==> src/rtl/pcie_ingress_arbiter_pkg.sv <==
// Shared types and helpers for the PCIe ingress arbiter: defaults, FSM encoding and
// the rotating-priority pick used to choose the next packet owner.
package pcie_ingress_arbiter_pkg;

  localparam int unsigned DATA_W_DEF = 64;
  localparam int unsigned CNT_W      = 32;
  localparam int unsigned MAX_CH     = 8;
  localparam int unsigned PTR_W      = 3;

  typedef enum logic {
    ST_IDLE = 1'b0,
    ST_XFER = 1'b1
  } arb_state_e;

  // First requester found scanning upward from ptr+1 with wrap over n channels.
  function automatic logic [PTR_W-1:0] rr_pick(input logic [MAX_CH-1:0] req,
                                                input logic [PTR_W-1:0]  ptr,
                                                input int unsigned       n);
    logic [PTR_W-1:0] win;
    logic [PTR_W-1:0] idx;
    logic             found;
    win   = ptr;
    found = 1'b0;
    for (int unsigned k = 1; k <= MAX_CH; k++) begin
      idx = PTR_W'((32'(ptr) + k) % n);
      if (!found && (k <= n) && req[idx]) begin
        win   = idx;
        found = 1'b1;
      end
    end
    return win;
  endfunction

endpackage

==> src/rtl/pcie_ingress_arbiter_skid.sv <==
// Two-entry skid buffer with registered valid/ready; sustains one beat per cycle
// while the consumer keeps ready high.
module pcie_ingress_arbiter_skid #(
  parameter int unsigned W = 73
) (
  input  logic         clk,
  input  logic         rst_n,
  input  logic         in_valid_i,
  output logic         in_ready_o,
  input  logic [W-1:0] in_data_i,
  output logic         out_valid_o,
  input  logic         out_ready_i,
  output logic [W-1:0] out_data_o
);

  logic [1:0]   count_q, count_d;
  logic [W-1:0] head_q, head_d;
  logic [W-1:0] spare_q, spare_d;
  logic         valid_q, valid_d;
  logic         ready_q, ready_d;
  logic         push, pop;

  // head_q is always the oldest beat; spare_q only fills when the consumer stalls
  always_comb begin
    count_d = count_q;
    head_d  = head_q;
    spare_d = spare_q;
    push    = in_valid_i & ready_q;
    pop     = valid_q & out_ready_i;
    case (count_q)
      2'd0: begin
        if (push) begin
          head_d  = in_data_i;
          count_d = 2'd1;
        end
      end
      2'd1: begin
        if (push && pop) begin
          head_d = in_data_i;
        end else if (push) begin
          spare_d = in_data_i;
          count_d = 2'd2;
        end else if (pop) begin
          count_d = 2'd0;
        end
      end
      default: begin
        if (pop) begin
          head_d  = spare_q;
          count_d = 2'd1;
        end
      end
    endcase
    valid_d = (count_d != 2'd0);
    ready_d = (count_d != 2'd2);
  end

  always_ff @(posedge clk or negedge rst_n) begin
    if (!rst_n) begin
      count_q <= 2'd0;
      head_q  <= '0;
      spare_q <= '0;
      valid_q <= 1'b0;
      ready_q <= 1'b0;
    end else begin
      count_q <= count_d;
      head_q  <= head_d;
      spare_q <= spare_d;
      valid_q <= valid_d;
      ready_q <= ready_d;
    end
  end

  assign in_ready_o  = ready_q;
  assign out_valid_o = valid_q;
  assign out_data_o  = head_q;

endmodule

==> src/rtl/pcie_ingress_arbiter.sv <==
// Packet-granular round-robin arbiter feeding the single PCIe ingress AXI-Stream path.
// Grant is held from first beat to TLAST; output is registered through a skid buffer.
module pcie_ingress_arbiter
  import pcie_ingress_arbiter_pkg::*;
#(
  parameter  int unsigned NUM_CH = 4,
  parameter  int unsigned DATA_W = DATA_W_DEF,
  parameter  int unsigned CH_W   = 2,
  localparam int unsigned KEEP_W = DATA_W / 8
) (
  input  logic                     ACLK,
  input  logic                     ARESETN,
  input  logic [NUM_CH-1:0]        CH_ENABLE,
  input  logic [NUM_CH-1:0]        S_AXIS_TVALID,
  output logic [NUM_CH-1:0]        S_AXIS_TREADY,
  input  logic [NUM_CH*DATA_W-1:0] S_AXIS_TDATA,
  input  logic [NUM_CH*KEEP_W-1:0] S_AXIS_TKEEP,
  input  logic [NUM_CH-1:0]        S_AXIS_TLAST,
  output logic                     M00_AXIS_TVALID,
  input  logic                     M00_AXIS_TREADY,
  output logic [DATA_W-1:0]        M00_AXIS_TDATA,
  output logic [KEEP_W-1:0]        M00_AXIS_TKEEP,
  output logic                     M00_AXIS_TLAST,
  output logic                     GRANT_VALID,
  output logic [CH_W-1:0]          GRANT_ID,
  output logic [CNT_W-1:0]         PKT_COUNT
);

  localparam int unsigned PLD_W = DATA_W + KEEP_W + 1;

  arb_state_e        state_q, state_d;
  logic [CH_W-1:0]   grant_id_q, grant_id_d;
  logic              grant_valid_q, grant_valid_d;
  logic [CH_W-1:0]   ptr_q, ptr_d;
  logic [CNT_W-1:0]  pkt_cnt_q, pkt_cnt_d;

  logic [NUM_CH-1:0] req;
  logic [CH_W-1:0]   win;
  logic              sel_valid;
  logic              sel_last;
  logic [DATA_W-1:0] sel_data;
  logic [KEEP_W-1:0] sel_keep;
  logic              skid_in_valid;
  logic              skid_in_ready;
  logic              beat_acc;
  logic [PLD_W-1:0]  skid_out;

  // CH_ENABLE only gates new arbitration; an owned packet always runs to TLAST
  assign req = S_AXIS_TVALID & CH_ENABLE;
  assign win = CH_W'(rr_pick(MAX_CH'(req), PTR_W'(ptr_q), NUM_CH));

  always_comb begin
    sel_valid = 1'b0;
    sel_last  = 1'b0;
    sel_data  = '0;
    sel_keep  = '0;
    for (int unsigned i = 0; i < NUM_CH; i++) begin
      if (grant_id_q == CH_W'(i)) begin
        sel_valid = S_AXIS_TVALID[i];
        sel_last  = S_AXIS_TLAST[i];
        sel_data  = S_AXIS_TDATA[i*DATA_W +: DATA_W];
        sel_keep  = S_AXIS_TKEEP[i*KEEP_W +: KEEP_W];
      end
    end
  end

  assign skid_in_valid = (state_q == ST_XFER) & sel_valid;
  assign beat_acc      = skid_in_valid & skid_in_ready;

  always_comb begin
    S_AXIS_TREADY = '0;
    for (int unsigned i = 0; i < NUM_CH; i++) begin
      if ((state_q == ST_XFER) && (grant_id_q == CH_W'(i))) begin
        S_AXIS_TREADY[i] = skid_in_ready;
      end
    end
  end

  // Arbitration FSM: one IDLE cycle between packets picks the next owner
  always_comb begin
    state_d       = state_q;
    grant_id_d    = grant_id_q;
    grant_valid_d = grant_valid_q;
    ptr_d         = ptr_q;
    pkt_cnt_d     = pkt_cnt_q;
    case (state_q)
      ST_IDLE: begin
        if (|req) begin
          grant_id_d    = win;
          grant_valid_d = 1'b1;
          ptr_d         = win;
          state_d       = ST_XFER;
        end
      end
      default: begin
        if (beat_acc && sel_last) begin
          pkt_cnt_d     = pkt_cnt_q + CNT_W'(1);
          grant_valid_d = 1'b0;
          state_d       = ST_IDLE;
        end
      end
    endcase
  end

  always_ff @(posedge ACLK or negedge ARESETN) begin
    if (!ARESETN) begin
      state_q       <= ST_IDLE;
      grant_id_q    <= '0;
      grant_valid_q <= 1'b0;
      ptr_q         <= CH_W'(NUM_CH - 1);
      pkt_cnt_q     <= '0;
    end else begin
      state_q       <= state_d;
      grant_id_q    <= grant_id_d;
      grant_valid_q <= grant_valid_d;
      ptr_q         <= ptr_d;
      pkt_cnt_q     <= pkt_cnt_d;
    end
  end

  pcie_ingress_arbiter_skid #(
    .W (PLD_W)
  ) u_skid (
    .clk         (ACLK),
    .rst_n       (ARESETN),
    .in_valid_i  (skid_in_valid),
    .in_ready_o  (skid_in_ready),
    .in_data_i   ({sel_data, sel_keep, sel_last}),
    .out_valid_o (M00_AXIS_TVALID),
    .out_ready_i (M00_AXIS_TREADY),
    .out_data_o  (skid_out)
  );

  assign {M00_AXIS_TDATA, M00_AXIS_TKEEP, M00_AXIS_TLAST} = skid_out;

  assign GRANT_VALID = grant_valid_q;
  assign GRANT_ID    = grant_id_q;
  assign PKT_COUNT   = pkt_cnt_q;

endmodule

==> config.mk <==
export PLATFORM = sky130hd
export DESIGN_NAME = pcie_ingress_arbiter
export DESIGN_NICKNAME = d
export VERILOG_FILES = /design/src/rtl/pcie_ingress_arbiter_pkg.sv /design/src/rtl/pcie_ingress_arbiter_skid.sv /design/src/rtl/pcie_ingress_arbiter.sv
export SDC_FILE = /design/constraint.sdc
export NUM_CORES = 1
export LEC_CHECK = 0
export CAP_MARGIN = 20
export CORE_AREA = 3 3 161 163
export DETAILED_ROUTE_END_ITERATION = 12
export DIE_AREA = 0 0 164 166
export DONT_BUFFER_PORTS = 1
export PLACE_DENSITY = 0.57
export SLEW_MARGIN = 20
export SYNTH_ARGS = -nofsm -noshare
export SYNTH_HDL_FRONTEND = slang
export SYNTH_HIERARCHICAL = 1
export SYNTH_SLANG_ARGS = --single-unit
==> constraint.sdc <==
create_clock -name ACLK -period 3.3 [get_ports ACLK]
set_input_delay 0.495 -clock ACLK [delete_from_list [all_inputs] [get_ports ACLK]]
set_output_delay 0.495 -clock ACLK [all_outputs]
set_load 0.1 [all_outputs]
==> results by group, run 1 <==
Critical path
  – CP Capture Type: output pin
  – Largest fanout on the critical path: 48
  – CP peak stage delay: 0.53 ns
  – WS Path Type: register to output pin
  – Slowest-stage cell, CP: buf_4
  – Critical Path Start Type: register
  – Crit-path cells: buf_4 > nor3b_4 > buf_4
  – Worst Path Arrival: 2.03 ns
  – WP data required: between 2 and 3 ns
  – CP dominant cell by count: buf_4

Synthesis
  – Xor-xnor portion of the synthesized cell area: under 10%
  – Yosys top cell by area: dfrtp_1
  – Sequential element share of the synthesized area: between 40% and 50%
  – Cell variety after synth: 40
  – Post-Syn Area: between 10000 and 15000 sq um
  – Area contributors post-synth: dfrtp_1 46%, mux2_2 24%, mux4_2 17%, xnor2_1 2.2%, nand2_1 1.2%
  – Commonest cells post-synth: 213 x mux2_2, 186 x dfrtp_1, 74 x mux4_2
  – Syn_area_per_cell: between 10 and 15 sq um
  – Post-synthesis mux area share: slightly above 40%
  – Post-synthesis adder-cell area fraction: 0.1241%
  – Compound-Gate Fraction of Synth Area: 1.241%
  – Most common cell in the netlist: mux2_2
  – Largest family of logic cells by synthesized area: multiplexers
  – Synth async-reset ratio: 100.0%
  – Mapped Cells: approximately 680
  – Post-synth EDFFs: 0
  – Yosys top cell area share: a little under half
  – #FFs+latches synth: ~190
  – Simple logic cell fraction of the synthesized area: roughly 5.2%
  – Most used DFF post-synth: dfrtp_1
  – Warning count from the yosys run: 6
  – Net Count, Synth: between 900 and 1000

Die
  – Die height: roughly 170 um
  – Die X-Extent: 164 um
  – Rows: between 50 and 60
  – Starting Density: 41.21%
  – # IOs: between 400 and 500
  – Core Footprint: ~24000 sq um
  – Die area: approximately 27000 sq um

Global route
  – Initial antenna violation count: 2
  – Global-route wire length before repair: about 40000 um
  – GRT Overall Usage: 19.06%
  – GR Overflow Total: 0
  – Number of global-route vias before repair: 6876
  – Largest net degree at the start of global routing: between 150 and 200

Clock tree
  – H-Tree Depth: 4
  – Max clock buf depth: 2
  – Post-CTS Resized: 0
  – Worst skew pair latency: roughly 0.43 ns
  – Postcts setup bufs: 0
  – Clock buffer count from CTS: 17
  – CTS clk-pin slew, worst paths: ~0.070 ns
  – CTS tree: built
  – Root buffer cell: clkbuf_16
  – Clk sink count: 188

Timing
  – Final setup vio count: 0
  – Max transition margin: 34.28%
  – Crit path time final: ~2.5 ns
  – Fmax: around 400 MHz
  – Clock skew: between 0.015 and 0.02 ns
  – Final period utilization: around three quarters
  – Slew Limit Fails: 0
  – Least-Margin Pin Slew: around 1 ns
  – Hold slack: -0.2396 ns
  – Fin. Hold Viols: between 150 and 200
  – RSZ-0062 raised after global routing: no

Detailed routing
  – Routed len/inst: about 25 um
  – Routed Antenna Nets: 0
  – Post-route DRC: 0
  – Vias per inst: between 5 and 6
  – Total Routed Length: between 20000 and 30000 um
  – Vias: roughly 6000
  – Pre-antenna DRT Iters: 4
  – 1st-iter DRT viols: between 300 and 400

Outcome
  – Status: finished with violations
  – Failing checks: hold timing

Placement
  – Placed insts: about 1000
  – Number of I/O port buffers: 0
  – HPWL Detailed: about 19000 um
  – Gpl congestion: between 0.8 and 0.9

Final layout
  – Final std cells w/o fill: 1028
  – Fillers: 2186
  – Share of layout cells above drive strength 1: roughly 53%
  – Layout area overhead: 11.64%
  – # nets final: between 900 and 1000

Min path
  – Hold Crit Class: input pin to asynchronous set/reset pin

Job
  – Max-Cap Viols: 0
[final cells by class]
cell class                 instances  area, sq um  area share (%)
multi-input combinational        439         5129           45.57
sequential                       188         4718           41.92
clock buffer                      20        446.7           3.969
tap                              324        405.4           3.602
timing repair buffer              44        367.9           3.268
clock inverter                    11        181.4           1.612
inverter                           1        3.754         0.03335
antenna                            1        2.502         0.02223
[worst paths after layout]
| kind | start | cells past startpoint | to | slack [ns] |
|---|---|---|---|---|
| setup reg to reg | GRANT_ID[1] | 6 | u_skid/spare_q[35] | 0.80 |
| min in group ACLK | S_AXIS_TKEEP[3] | 2 | u_skid/spare_q[4] | 0.45 |
| hold / removal | ARESETN | 0 | u_skid/out_data_o[32] | -0.24 |
| hold reg to reg | u_skid/spare_q[34] | 1 | u_skid/spare_q[34] | 0.50 |
| max in group asynchronous | ARESETN | 0 | u_skid/out_data_o[48] | 3.29 |
| setup / recovery | GRANT_ID[1] | 3 | S_AXIS_TREADY[2] | 0.78 |
[state kept, by name, indices dropped and copies added (netlist names)]
register	flops
GRANT_VALID	1
u_skid/count_q	2
u_skid/in_ready_o	1
u_skid/out_data_o	73
GRANT_ID	2
state_q	1
u_skid/out_valid_o	1
ptr_q	2
u_skid/spare_q	73
PKT_COUNT	32
[metrics by stage]
| step | TNS [ns] | setup slack [ns] | hold slack (ns) | area, sq um | util, % |
|---|---|---|---|---|---|
| 5_1_grt | 0 | 0.6581 | -0.2742 | 11250 | 46.00 |
| 3_5_place_dp | 0 | 0.7889 | 0.2050 | 10620 | 43.43 |
| 2_1_floorplan | -0.3975 | -0.3515 | 0.1994 | 10100 | - |
| 6_report | 0 | 0.7787 | -0.2396 | 11250 | 46.01 |
| 4_1_cts | 0 | 0.7004 | -0.2617 | 11250 | 46.00 |
| 3_3_place_gp | 0 | 0.8144 | 0.2051 | 10620 | 43.43 |
[routing by layer]
layer  track usage [%]  vias up  share of wire, %  wire (um)
met2             33.21      304                51      13390
met5                 0        -              0.10         27
met1             22.72     3097                38       9885
li1                  -     2590                 -          -
met3             5.762       43               9.1       2371
met4             5.406        4               1.7        437
[worst max-delay path: cells and delay by family, from the launching register on]
family	cells	cell delay [ns]
buffers and inverters	2	0.84
DFF	1	0.45
and+or+nand+nor	1	0.29
[cells by family (layout without fill, tap and decap cells)]
kind of cell             after synthesis  in the layout
other                                  0              1
adder cells (fa/ha/maj)                1              1
XOR/XNOR                              31             31
buffers and inverters                 48             76
AND/OR/NAND/NOR                       94             94
AO/OA/AOI/OAI                         18             18
multiplexers                         295            295
flip-flops                           188            188
[cells in the final DEF (no fill, tap or decap), types with 5 or more instances in the layout]
master and count:
nand4_1 6, nand3_1 14, a21oi_1 5, buf_4 41, mux2_1 7, and3_1 14, clkbuf_16 17, and4_1 8
mux4_2 74, dfrtp_1 183, xor2_1 6, nand2_1 30, mux2_2 213, xnor2_1 25, nor2_1 5
Power of run 1 is not shown: default switching activity piles up to over one toggle a cycle in this logic, so the estimate is an artifact.
==> inputs of run 2 (changes only) <==
- PLACE_DENSITY: 0.57 -> 0.59
- clock period: 3.3 -> 2.22 ns (I/O delays scaled with it)
==> results by group, run 2 (synthesized netlist as in run 1, its figures left out) <==
Outcome
  – Status: finished with violations
  – Failing checks: hold timing

Clock tree
  – Worst skew pair latency: between 0.4 and 0.5 ns
  – Postcts setup bufs: 0
  – CTS clk-pin slew, worst paths: around 0.08 ns
  – Max clock buf depth: 2
  – H-Tree Depth: 4
  – CTS tree: built
  – Clock buffer count from CTS: 17
  – Clk sink count: approximately 190
  – Root buffer cell: clkbuf_16

Die
  – Core Footprint: about 24000 sq um
  – Rows: 57
  – Die height: approximately 170 um
  – # IOs: about 420
  – Die X-Extent: 164 um
  – Die area: 27220 sq um
  – Starting Density: approximately two fifths

Final layout
  – Final core occ: 47.05%
  – Layout area overhead: 14.16%
  – Register area: around 4700 sq um
  – Most common cell after layout, fill and taps aside: mux2_2
  – Fillers: between 2000 and 2500
  – Multi-input logic area: 5132 sq um
  – Final std cells w/o fill: approximately 1000
  – Most frequent cells in the layout: 213 x mux2_2, 178 x dfrtp_1, 74 x mux4_2, 48 x buf_4, 30 x nand2_1
  – Share of layout cells above drive strength 1: a little under three fifths
  – # nets final: just over 1000

Timing
  – Crit path time final: approximately 2.2 ns
  – Least-Margin Pin Slew: 0.9673 ns
  – Hold slack: -0.4102 ns
  – Max transition margin: a little over a third
  – Final setup vio count: 0
  – RSZ-0062 raised after global routing: yes
  – Final period utilization: roughly 98%
  – Fmax: approximately 460 MHz
  – Clock skew: around 0.012 ns
  – Slew Limit Fails: 0
  – Setup TNS: 0 ns
  – Fin. Hold Viols: about 190

Detailed routing
  – Routed len/inst: 24.20 um
  – Vias: 6008
  – Vias per inst: about 5.7
  – Routed Antenna Nets: 0
  – 1st-iter DRT viols: between 200 and 300
  – Total Routed Length: between 20000 and 30000 um
  – Post-route DRC: 0
  – Pre-antenna DRT Iters: 4

Global route
  – GR Overflow Total: 0
  – GRT Overall Usage: a little under a fifth
  – Largest net degree at the start of global routing: around 190
  – Initial antenna violation count: 2
  – Global-route wire length before repair: 39140 um
  – Number of global-route vias before repair: ~7000

Min path
  – Hold Crit Class: input pin to asynchronous set/reset pin

Placement
  – Number of I/O port buffers: 0
  – Gpl congestion: 0.8171
  – Placed insts: 1013
  – HPWL Detailed: between 15000 and 20000 um

Critical path
  – Slowest-stage cell, CP: mux4_2
  – Delay-heaviest family, CP: multiplexers
  – Crit-path cells: mux4_2 > and2_4 > and4b_1 > nand2_4 > buf_12 > mux2_2
  – Critical Path Start Type: register
  – CP peak stage delay: 0.51 ns
  – Worst Path Arrival: between 2 and 2.5 ns
  – Largest fanout on the critical path: 25
  – WS Path Type: register to register
  – CP Capture Type: register
  – Crit path buf inv count: 1
  – WP data required: around 2.5 ns

Job
  – Max-Cap Viols: 0
==> run 2: routing by layer <==
layer	GRT usage (%)	vias to the layer above	share of wire, %
met5	0	-	0
met4	6.547	0	2.3
met3	5.238	31	8.2
met2	33.39	284	53
met1	20.30	3056	36
li1	-	2637	-
==> run 2: through the flow <==
step	hold WS, ns	setup slack [ns]	instance area, sq um
final	-0.4102	0.05317	11510
after global routing	-0.4432	-0.01810	11510
after global placement	0.04497	0.07880	10870
after CTS	-0.4302	0.02619	11470
after floorplan	0.03741	-0.2504	10210
after detailed placement	0.04296	0.04663	10870
==> run 2: path summary, 6_finish.rpt <==
check	from	end	slack [ns]	depth (start not counted)
worst min-delay path	ARESETN	u_skid/out_data_o[4]	-0.41	0
max in group asynchronous	ARESETN	PKT_COUNT[10]	2.30	0
worst max-delay path	GRANT_ID[1]	u_skid/spare_q[66]	0.05	6
worst max register to register	GRANT_ID[1]	u_skid/spare_q[66]	0.05	6
worst min register to register	u_skid/spare_q[0]	u_skid/spare_q[0]	0.50	1
min in group ACLK	CH_ENABLE[2]	ptr_q[0]	0.29	4
==> run 2: final cells by class <==
class | instances | share of cell area [%]
Multi-Input combinational cell | 439 | 44.60
Sequential cell | 188 | 41.05
Timing Repair Buffer | 62 | 5.566
Clock buffer | 19 | 3.936
Tap cell | 324 | 3.523
Clock inverter | 13 | 1.250
Antenna cell | 2 | 0.04349
Inverter | 1 | 0.03262
==> run 2: worst register-to-register path, cell delays in order (launching register included) <==
cell and delay, ns:
dfrtp_4 0.42, mux4_2 0.51, and2_4 0.18, and4b_1 0.22
nand2_4 0.15, buf_12 0.20, mux2_2 0.37
==> run 2: what timing repair did <==
action                     in CTS  in global routing
gates resized for setup         1                  2
hold endpoints to repair      188                188
setup endpoints to repair       1                 28
cloned                          0                  1
Power of run 2 is left out for the same reason.
